$ cat src/rtl/decoder_3x8_strobe_pkg.sv
// Shared types and widths for the strobed 3-to-8 decoder: FSM state type,
// hold-counter width and one-hot output width.
package decoder_pkg;

    localparam int unsigned CNT_W  = 4;
    localparam int unsigned OH_W   = 8;
    localparam int unsigned CODE_W = 3;

    typedef enum logic {
        IDLE = 1'b0,
        HOLD = 1'b1
    } state_e;

endpackage : decoder_pkg

$ cat src/rtl/decoder_3x8_strobe_if.sv
// Handshake/output bundle of decoder_3x8_strobe; the acc_count signal exists
// only when DECODER_COUNT_EN is defined.
interface decoder_3x8_strobe_if;
    import decoder_pkg::*;

    logic              en;
    logic              in_valid;
    logic [CODE_W-1:0] code;
    logic              in_ready;
    logic [OH_W-1:0]   O;
    logic              out_valid;
    logic              done;
`ifdef DECODER_COUNT_EN
    logic [7:0]        acc_count;

    modport master (
        output en, in_valid, code,
        input  in_ready, O, out_valid, done, acc_count
    );
    modport slave (
        input  en, in_valid, code,
        output in_ready, O, out_valid, done, acc_count
    );
`else
    modport master (
        output en, in_valid, code,
        input  in_ready, O, out_valid, done
    );
    modport slave (
        input  en, in_valid, code,
        output in_ready, O, out_valid, done
    );
`endif

endinterface : decoder_3x8_strobe_if

$ cat src/rtl/decoder_3x8_strobe_dec3to8.sv
// Purely combinational binary-to-one-hot decode of a 3-bit code.
module dec3to8
    import decoder_pkg::*;
(
    input  logic [CODE_W-1:0] code_i,
    output logic [OH_W-1:0]   onehot_o
);

    assign onehot_o = OH_W'(1) << code_i;

endmodule : dec3to8

$ cat src/rtl/decoder_3x8_strobe.sv
// Registered 3-to-8 decoder that holds each one-hot result for HOLD cycles and
// pulses done on the last one. Optional accept counter: DECODER_COUNT_EN.
module decoder_3x8_strobe #(
    parameter int unsigned HOLD = 4
) (
    input  logic               clk,
    input  logic               rst,
    decoder_3x8_strobe_if.slave bus
);
    import decoder_pkg::*;

    // The parameter HOLD shadows the state literal, so states are package-qualified.
    state_e           state_q, state_d;
    logic [CNT_W-1:0] cnt_q, cnt_d;
    logic [OH_W-1:0]  o_q, o_d;
    logic [OH_W-1:0]  dec_onehot;
    logic             hold_last;
    logic             accept;

    dec3to8 u_dec (
        .code_i   (bus.code),
        .onehot_o (dec_onehot)
    );

    assign hold_last     = (state_q == decoder_pkg::HOLD) && (cnt_q == '0);
    assign bus.in_ready  = !rst && bus.en &&
                           ((state_q == decoder_pkg::IDLE) || hold_last);
    assign accept        = bus.in_valid && bus.in_ready;
    assign bus.done      = !rst && bus.en && hold_last;
    assign bus.out_valid = (state_q == decoder_pkg::HOLD);
    assign bus.O         = o_q;

    always_comb begin
        state_d = state_q;
        cnt_d   = cnt_q;
        o_d     = o_q;
        if (accept) begin
            state_d = decoder_pkg::HOLD;
            cnt_d   = CNT_W'(HOLD - 1);
            o_d     = dec_onehot;
        end else begin
            case (state_q)
                decoder_pkg::IDLE: begin
                    cnt_d = '0;
                    o_d   = '0;
                end
                decoder_pkg::HOLD: begin
                    // Losing enable aborts the hold exactly like running out of cycles.
                    if (!bus.en || (cnt_q == '0)) begin
                        state_d = decoder_pkg::IDLE;
                        cnt_d   = '0;
                        o_d     = '0;
                    end else begin
                        cnt_d = cnt_q - CNT_W'(1);
                    end
                end
                default: begin
                    state_d = decoder_pkg::IDLE;
                    cnt_d   = '0;
                    o_d     = '0;
                end
            endcase
        end
    end

    always_ff @(posedge clk) begin
        if (rst) begin
            state_q <= decoder_pkg::IDLE;
            cnt_q   <= '0;
            o_q     <= '0;
        end else begin
            state_q <= state_d;
            cnt_q   <= cnt_d;
            o_q     <= o_d;
        end
    end

`ifdef DECODER_COUNT_EN
    logic [7:0] acc_q, acc_d;

    assign acc_d         = accept ? acc_q + 8'd1 : acc_q;
    assign bus.acc_count = acc_q;

    always_ff @(posedge clk) begin
        if (rst) begin
            acc_q <= '0;
        end else begin
            acc_q <= acc_d;
        end
    end
`endif

endmodule : decoder_3x8_strobe

$ cat src/flat_wrapper.sv
// flat-port wrapper written by rule: the top's interface ports become plain ports
module decoder_3x8_strobe_flat import decoder_pkg::*;
#(
    parameter int unsigned HOLD = 4
)
  (clk, rst, bus_en, bus_in_valid, bus_code, bus_in_ready, bus_O, bus_out_valid, bus_done);
  decoder_3x8_strobe_if bus_i ();
  input  logic clk;
  input  logic rst;
  input wire logic [$bits(bus_i.en)-1:0] bus_en;
  input wire logic [$bits(bus_i.in_valid)-1:0] bus_in_valid;
  input wire logic [$bits(bus_i.code)-1:0] bus_code;
  output wire logic [$bits(bus_i.in_ready)-1:0] bus_in_ready;
  output wire logic [$bits(bus_i.O)-1:0] bus_O;
  output wire logic [$bits(bus_i.out_valid)-1:0] bus_out_valid;
  output wire logic [$bits(bus_i.done)-1:0] bus_done;
  assign bus_i.en = bus_en;
  assign bus_i.in_valid = bus_in_valid;
  assign bus_i.code = bus_code;
  assign bus_in_ready = bus_i.in_ready;
  assign bus_O = bus_i.O;
  assign bus_out_valid = bus_i.out_valid;
  assign bus_done = bus_i.done;
  decoder_3x8_strobe #(.HOLD(HOLD)) u_core (.clk(clk), .rst(rst), .bus(bus_i));
endmodule
$ cat config.mk
export PLATFORM = sky130hd
export DESIGN_NAME = decoder_3x8_strobe_flat
export DESIGN_NICKNAME = d
export VERILOG_FILES = /design/src/rtl/decoder_3x8_strobe_pkg.sv /design/src/rtl/decoder_3x8_strobe_if.sv /design/src/rtl/decoder_3x8_strobe_dec3to8.sv /design/src/rtl/decoder_3x8_strobe.sv /design/src/flat_wrapper.sv
export SDC_FILE = /design/constraint.sdc
export NUM_CORES = 1
export LEC_CHECK = 0
export BUFFER_PORTS_ARGS = -buffer_cell sky130_fd_sc_hd__buf_4
export CELL_PAD_IN_SITES_DETAIL_PLACEMENT = 1
export CELL_PAD_IN_SITES_GLOBAL_PLACEMENT = 1
export CORE_MARGIN = 10
export CORE_UTILIZATION = 25
export DETAILED_ROUTE_END_ITERATION = 8
export PLACE_DENSITY = 0.6
export SETUP_SLACK_MARGIN = 0.15
export SLEW_MARGIN = 15
export SYNTH_ARGS = -nofsm -noshare
export SYNTH_HDL_FRONTEND = slang
export SYNTH_HIERARCHICAL = 1
export SYNTH_SLANG_ARGS = --single-unit
$ cat constraint.sdc
create_clock -name clk -period 1.8 [get_ports clk]
set_clock_uncertainty 0.05 [all_clocks]
set_input_delay 0.18 -clock clk [delete_from_list [all_inputs] [get_ports clk]]
set_output_delay 0.18 -clock clk [all_outputs]
set_load 0.03 [all_outputs]
# --- After elaboration in Yosys (flattened, before gate mapping) ---
# Cells that the tools add are included.
totals:
  wordCells: 28
  out_inout_bits: 11
  in_bits: 7
  register_bits: 13
op_classes:
  eq_ne: 1
  n_reduce_logical: 11
  n_addsub: 1
  shifts: 1
  bitwise_logic: 1
  mux: 9
op_table:
  columns: ["cell", "count"]
  rows:
  - ["8-bit two-way mux", 2]
  - ["8-bit one-hot mux with 2 select lines", 1]
  - ["4-bit one-hot mux with 2 select lines", 1]
  - ["1-bit by 3-bit << shifter with 8-bit output, first input constant", 1]
  - ["1-bit logical AND", 5]
  - ["4-bit zero test", 1]
  - ["4-bit two-way mux", 1]
  - ["4-bit by 1-bit subtractor with 4-bit output, second input constant", 1]
  - ["1-bit two-way mux", 3]
  - ["3-bit inequality test, second input constant", 1]
  - ["1-bit zero test", 2]
  - ["1-bit logical OR", 2]
  - ["2-bit two-way mux", 1]
  - ["2-bit OR reduction", 1]
  - ["1-bit inverter", 1]

# --- Longest topological paths before layout ---
# Gate-level depths: netlist of run 1.
depth:
  word_depth: 6
  mapped_depth: 6
  depth_no_buf: 5

# --- By module ---
# The synthesis of run 1 kept the hierarchy.
by_module_without_submodules:
  columns: ["mod", "instances", "seq_area_each_um2", "area_per_inst_um2", "cells_each"]
  rows:
  - ["decoder_3x8_strobe", 1, 260.2, 476.7, 43]
  - ["dec3to8", 1, 0.0, 65.1, 8]

# --- Worst setup path before layout of run 1 ---
# OpenSTA, ideal clock, no wires.
synth_path:
  path_kind: "register -> output"
  start: "register u_core.cnt_q[0]"
  end: "output port bus_in_ready"
  arrival_time_ns: 1.553
  path_stages_with_launch: 6
  slack_ns: 0.017
  n_path_buf: 0
  t_required_ns: 1.570
  path_cell_list: "dfxtp_1 inv_1 ha_1 or3b_4 and2_1 nor2b_1"
synth_between:
  elab_chain_len: 4
synth_lines:
  columns: ["element", "line_no", "text"]
  rows:
  - ["from (decl)", "decoder_3x8_strobe.sv:14", "logic [CNT_W-1:0] cnt_q, cnt_d;"]
  - ["from (signal assigned)", "decoder_3x8_strobe.sv:73", "cnt_q <= cnt_d;"]
  - ["4-bit zero test", "decoder_3x8_strobe.sv:25", "assign hold_last = (state_q == decoder_pkg::HOLD) && (cnt_q == '0);"]
  - ["1-bit logical AND", "decoder_3x8_strobe.sv:25", null]
  - ["1-bit logical OR", "decoder_3x8_strobe.sv:27", "((state_q == decoder_pkg::IDLE) || hold_last);"]
  - ["1-bit logical AND", "decoder_3x8_strobe.sv:26", "assign bus.in_ready = !rst && bus.en &&"]
  - ["to (decl)", "flat_wrapper.sv:13", "output wire logic [$bits(bus_i.in_ready)-1:0] bus_in_ready;"]
# Every way passes these cells.

# --- Final worst setup path of run 1 ---
# Same ends and word-level chain as after synthesis.

==> results of run 1 <==
==> cell usage in the layout (no fill, tap or decap) <==
cell type | netlist | layout
o22ai_1 | 2 | 2
nand3b_1 | 1 | 1
and3_4 | 0 | 1
nor2_1 | 3 | 2
a21oi_4 | 0 | 1
or3b_4 | 1 | 1
o21a_1 | 1 | 1
clkbuf_1 | 0 | 1
nor3b_1 | 3 | 3
ha_4 | 0 | 1
a22o_1 | 8 | 8
clkbuf_4 | 0 | 3
nor2b_1 | 2 | 1
buf_6 | 1 | 3
dfxtp_1 | 13 | 11
nor2_4 | 0 | 1
and2_4 | 0 | 1
inv_2 | 0 | 2
and3_2 | 1 | 1
nand3_1 | 1 | 1
nand2_1 | 1 | 1
dfxtp_2 | 0 | 2
and3b_2 | 3 | 3
buf_4 | 0 | 21
nor3_1 | 2 | 2
nor2b_2 | 0 | 1
xnor2_1 | 2 | 2
==> worst max-delay path by stage <==
stage	startpoint	to	slack (ns)	depth (start not counted)
global route	u_core/cnt_q[0]$_SDFF_PP0_	bus_in_ready	-0.11	6
CTS	u_core/cnt_q[1]$_SDFF_PP0_	bus_in_ready	-0.05	6
global placement	u_core/cnt_q[0]$_SDFF_PP0_	bus_in_ready	0.15	6
floorplan	u_core/cnt_q[0]$_SDFF_PP0_	bus_in_ready	0.16	5
finish	u_core/cnt_q[0]$_SDFF_PP0_	bus_in_ready	-0.05	6
detailed placement	u_core/cnt_q[0]$_SDFF_PP0_	bus_in_ready	0.11	6
==> layer usage <==
metal / track usage (%) / wire [µm] / vias to the layer above / part of all wire [%]
met4: 3.66 / 15 / 0 / 1.0
met3: 3.85 / 81 / 3 / 5.4
li1: - / - / 241 / -
met1: 7.98 / 603 / 229 / 40
met2: 11.6 / 800 / 9 / 53
met5: 0 / 0 / - / 0
==> cells in the mapped netlist <==
cell type  count
inv_1          2
and3_1         1
dfxtp_1       13
nor3b_1        3
and2_1         1
or3b_4         1
nor2_1         3
o21a_1         1
o22ai_1        2
xnor2_1        2
a21oi_2        1
nor3_1         2
and3_2         1
nor2b_1        2
ha_1           1
and3b_2        3
a22o_1         8
buf_6          1
nand2_1        1
nand3_1        1
nand3b_1       1
==> per-stage QoR <==
step	hold WS, ns	setup slack [ns]	power (mW)	TNS (ns)
global placement	0.355	0.145	0.369	0
detailed placement	0.364	0.107	0.371	0
global route	0.0582	-0.108	0.608	-0.172
floorplan	0.254	0.160	0.342	0
finish	0.0708	-0.0475	0.570	-0.0488
CTS	0.0609	-0.0480	0.573	-0.0556
==> where the power goes <==
part | internal, mW | switching [mW] | total, mW
registers | 0.293 | 0.00483 | 0.298
logic | 0.0492 | 0.0431 | 0.0922
clock network | 0.0861 | 0.0939 | 0.180
==> kinds of logic (layout without fill, tap and decap cells) <==
logic type	Yosys count	in the layout	synth area share, %
flops	13	13	48.0
fa+ha+maj	1	1	2.31
buf+inv	3	30	3.46
simple gates	20	20	24.7
compound gates	12	12	18.2
xor+xnor	2	2	3.23
==> area by class of cell <==
cell class                      instances  area [µm²]
Fill cell                             242        1180
Multi-Input combinational cell         35         300
Sequential cell                        13         263
Timing Repair Buffer                   24         191
Tap cell                               27        33.8
Clock buffer                            4        26.3
Inverter                                2        7.51
==> sequential cells by signal, summed over array words and instances (netlist names) <==
name / cells
u_core/bus.O: 8
u_core/cnt_q: 4
u_core/bus.out_valid: 1
==> timing repair <==
| item | 4_1_cts | 5_1_grt |
|---|---|---|
| gates resized for setup | 12 | 3 |
| buffers inserted | 6 | 1 |
| pin swaps | 1 | 8 |
| setup endpoints to repair | 10 | 10 |
| gates cloned | 0 | 0 |
| hold endpoints to repair | 0 | 0 |
==> run_results.csv, run 1 <==
group,metric,value,unit
setup_path,ff2ff_path_depth,7,
cts,htree_levels,1,
timing,max_slew_margin,77.1,%
setup_path,path_max_fanout,3,
timing,fmax,541,MHz
cts,worstSkewPairLatency,0.28,ns
min_path,min_to,"u_core/bus.out_valid$_SDFF_PP0_",
cts,numCtsBuffers,3,
global_routing,grt_use_total,7.41,%
timing,setup_viol_count_final,2,
synthesis,yosys.area.top_type,"dfxtp_1",
synthesis,yosys_warnings,6,
global_routing,grt_max_degree,9,
setup_path,cp.required,1.57,ns
timing,hold_viol,0,
pwr,p_leak,0.358,nW
setup_path,cp_top_family,"simple AND/OR/NAND/NOR gates",
setup_path,timing.critical_path.buf_inv,2,
cts,cts_tree,"yes",
floorplan,core,2000,µm²
setup_path,rrSetupSlack,0.06,ns
route,totalWireLength,1500,µm
min_path,worstHoldPathCells,2,
cts,clockBufferDepth,2,
place,placed_area,694,µm²
cells_and_area,diodes,0,
min_path,hp-class,"in2reg",
cts,clk_pin_slew_worst_paths,0.07,ns
cells_and_area,syn2layout_area_growth,51.7,%
place,dpl.cell_count,94,
synthesis,syn_area,542,µm²
timing,fin_crit,1.85,ns
cells_and_area,final_area,822,µm²
timing,worst_pin_slew,0.343,ns
synthesis,syn-num-nets,59,
global_routing,grt_pass1_vias,507,
status,status,"complete, but fails checks",
setup_path,cp_cell_sequence,"inv_2 -> ha_4 -> or3b_4 -> and2_4 -> nor2b_2 -> buf_6",
synthesis,ys_types,21,
synthesis,synth_seq_area_share,48.0,%
global_routing,grt_pass1_wl,2500,µm
global_routing,antenna_found_initial,0,
cts,cts_sinks,13,
timing,maxSlewViolCount,0,
route,drt-pass1-iter-count,4,
route,ant_nets,0,
setup_path,r2r_start,"u_core/cnt_q[0]$_SDFF_PP0_",
setup_path,crit_type,"reg2out",
floorplan,die_y,66.6,µm
place,port_buffers,17,
floorplan,initial_core_util,27.1,%
cells_and_area,post-route-util,41.1,%
pwr,power.density,693,nW/µm²
place,dp_hpwl,1040,µm
timing,rsz0062_at_grt,"true",
floorplan,die_x,66.6,µm
setup_path,cp-start-kind,"flop",
setup_path,critPathCaptureType,"output port",
min_path,hp-start,"bus_in_valid",
synthesis,synthCells,51,
floorplan,dieArea,4430,µm²
route,wire_per_inst,14.3,µm
timing,min_period_over_period,103,%
route,remaining_drc_errors,0,
synthesis,syn-mean-instance-area,10.6,µm²
place,globalplace.congestion,0.707,
floorplan,placement_rows,16,
status,violations,"setup timing",
setup_path,rr_endpoint,"u_core/bus.O[2]$_SDFFE_PP0P_",
cts,cts-root-buf,"clkbuf_4",
timing,fin_ws,-0.0475,ns
synthesis,synth.area.top_cells,"dfxtp_1 (48%), a22o_1 (13%), and3b_2 (5.5%)",
route,via_count,482,
floorplan,io_pins,18,
setup_path,crit_path_top_delay_cell,"or3b_4",
pwr,vdd_ir_drop_max,0.379,mV
route,drt-initial-drc-count,5,
cells_and_area,drive_above_1_share,53.8,%
flow_run,maxCapViolCount,0,
route,viasPerCell,4.59,
setup_path,critPathMaxStageDelay,0.38,ns
synthesis,ys_seq_elements,13,
setup_path,arrival,1.62,ns
synthesis,yosys.area.top_type_share,48.0,%
cts,cts_hold_buf,0,
cells_and_area,fin_nets,87,
cells_and_area,fin_cells,105,
global_routing,grt-ovfl-total,0,
Power figures use the tool's default switching activity.
==> run 2: changes to the inputs <==
GPL_TIMING_DRIVEN = 0   (was not set)
==> run 2 against run 1 <==
Effect of this change:
- the run still ends with setup timing left
- setup slack gained 0.012 ns
- flip-flop and latch count unchanged
- die area is the same
- maximum frequency rose by 0.63%
- critical path depth unchanged
- sequential share of layout area unchanged
- count of clock-buffer cells in the layout unchanged
- clock power barely moved
- largest cell class unchanged
- largest power group unchanged
==> run_results.csv, run 2 (same netlist as run 1, synthesis figures left out) <==
group,metric,value,unit
cells_and_area,largest_reg_flops,8,
place,dp_hpwl,1010,µm
pwr,p_leak,0.364,nW
setup_path,cp_cell_sequence,"inv_2 -> ha_4 -> or3b_4 -> and2_4 -> nor2b_4 -> buf_6",
timing,min_period_over_period,102,%
cts,htree_levels,1,
timing,worst_pin_slew,0.385,ns
place,placed_area,706,µm²
cts,worstSkewPairLatency,0.28,ns
cells_and_area,layout_common_cells,"buf_4 (22), dfxtp_1 (11), a22o_1 (8)",
cts,clockBufferDepth,2,
route,totalWireLength,1490,µm
floorplan,core,2000,µm²
route,wire_per_inst,14.0,µm
timing,fmax,545,MHz
setup_path,rrSetupSlack,0.05,ns
route,drt-initial-drc-count,18,
cells_and_area,drive_above_1_share,53.2,%
timing,rsz0062_at_grt,"true",
route,ant_nets,0,
global_routing,grt_use_total,6.70,%
cts,cts_sinks,13,
cts,cts_tree,"yes",
timing,fin_ws,-0.0359,ns
setup_path,path_max_fanout,3,
floorplan,die_x,66.6,µm
status,status,"complete, but fails checks",
global_routing,grt_max_degree,9,
status,violations,"setup timing",
cells_and_area,fin_cells,106,
floorplan,initial_core_util,27.1,%
place,dpl.cell_count,95,
timing,hold_viol,0,
global_routing,antenna_found_initial,0,
floorplan,die_y,66.6,µm
global_routing,grt_pass1_wl,2300,µm
flow_run,maxCapViolCount,0,
place,port_buffers,17,
setup_path,cp.required,1.57,ns
floorplan,io_pins,18,
setup_path,cp-endpoint,"bus_in_ready",
route,viasPerCell,4.59,
timing,maxSlewViolCount,0,
route,remaining_drc_errors,0,
setup_path,cp_top_family,"simple AND/OR/NAND/NOR gates",
timing,max_slew_margin,74.3,%
timing,fin_tns_setup,-0.0359,ns
place,globalplace.congestion,0.636,
setup_path,cp-start-kind,"flop",
cells_and_area,diodes,0,
global_routing,grt_pass1_vias,497,
cells_and_area,syn2layout_area_growth,51.7,%
route,via_count,487,
setup_path,critPathMaxStageDelay,0.39,ns
floorplan,placement_rows,16,
setup_path,cp-startpoint,"u_core/cnt_q[0]$_SDFF_PP0_",
cells_and_area,fin_nets,88,
pwr,vdd_ir_drop_max,0.395,mV
setup_path,crit_path_top_delay_cell,"or3b_4",
setup_path,r2r_start,"u_core/cnt_q[0]$_SDFF_PP0_",
timing,fin_crit,1.84,ns
cts,numCtsBuffers,3,
setup_path,arrival,1.61,ns
setup_path,ff2ff_path_depth,7,
setup_path,rr_endpoint,"u_core/bus.O[3]$_SDFFE_PP0P_",
cts,cts_hold_buf,0,
timing,setup_viol_count_final,1,
setup_path,cp.depth,6,
pwr,power.total,0.570,mW
setup_path,crit_type,"reg2out",
setup_path,critPathCaptureType,"output port",
setup_path,timing.critical_path.buf_inv,2,
route,drt-pass1-iter-count,2,
floorplan,dieArea,4430,µm²
cts,cts-root-buf,"clkbuf_4",
min_path,hp-class,"in2reg",
pwr,power.density,693,nW/µm²
cells_and_area,fill_cells,235,
global_routing,grt-ovfl-total,0,
cells_and_area,mostFrequentLayoutCell,"buf_4",
cts,clk_pin_slew_worst_paths,0.09,ns
cells_and_area,final_area,822,µm²
==> run 2: changes by cell type in the layout (fill, tap and decap cells not counted), sizes merged <==
cell and delta:
buf +1
==> run 2: what timing repair did <==
action,CTS,global route
endpoints found under the hold margin,0,0
gates resized for setup,8,4
endpoints found under the setup margin,10,10
pin swaps,2,1
buffers inserted,5,2
==> run 2: worst reg2reg max path: stages (launching register included) <==
cell and delay [ns]:
dfxtp_2 0.34, inv_2 0.07, ha_4 0.13, or3b_4 0.39, buf_4 0.15, and3_1 0.16
buf_6 0.13, a22o_1 0.22
==> run 2: per-stage QoR <==
step           util (%)  setup slack (ns)  hold slack, ns
2_1_floorplan         -             0.160           0.254
3_3_place_gp       35.3             0.135           0.357
3_5_place_dp       35.3             0.118           0.361
4_1_cts            39.5           -0.0445          0.0601
5_1_grt            41.1           -0.0990          0.0511
6_report           41.1           -0.0359          0.0679
==> run 2: where the power goes <==
part           internal, mW  switching (mW)
combinational        0.0484          0.0414
sequential            0.293         0.00419
clock                0.0858          0.0973
==> run 2: area by class of cell <==
class                   count  area (µm²)  share of cell area (%)
well taps                  27        33.8                    4.11
flip-flops and latches     13         263                    32.0
multi-input cells          35         293                    35.6
repair buffers             24         188                    22.8
clock buffers               4        26.3                    3.20
plain buffers               1        11.3                    1.37
inverters                   2        7.51                   0.913
==> run 2: worst min-delay path by stage <==
stage	cells after the start	to	from
final	2	u_core/bus.out_valid$_SDFF_PP0_	bus_in_valid
after global placement	2	u_core/bus.out_valid$_SDFF_PP0_	bus_in_valid
after CTS	2	u_core/bus.out_valid$_SDFF_PP0_	bus_in_valid
after detailed placement	2	u_core/bus.out_valid$_SDFF_PP0_	bus_in_valid
after global routing	2	u_core/bus.out_valid$_SDFF_PP0_	bus_in_valid
after floorplan	1	u_core/bus.out_valid$_SDFF_PP0_	bus_in_valid
==> run 2: layer usage <==
metal / global-route usage, % / share of wire, % / wire [µm]
met1: 7.14 / 41 / 608
met2: 11.0 / 55 / 813
met3: 3.01 / 2.8 / 42
met4: 3.14 / 1.4 / 21
met5: 0 / 0 / 0
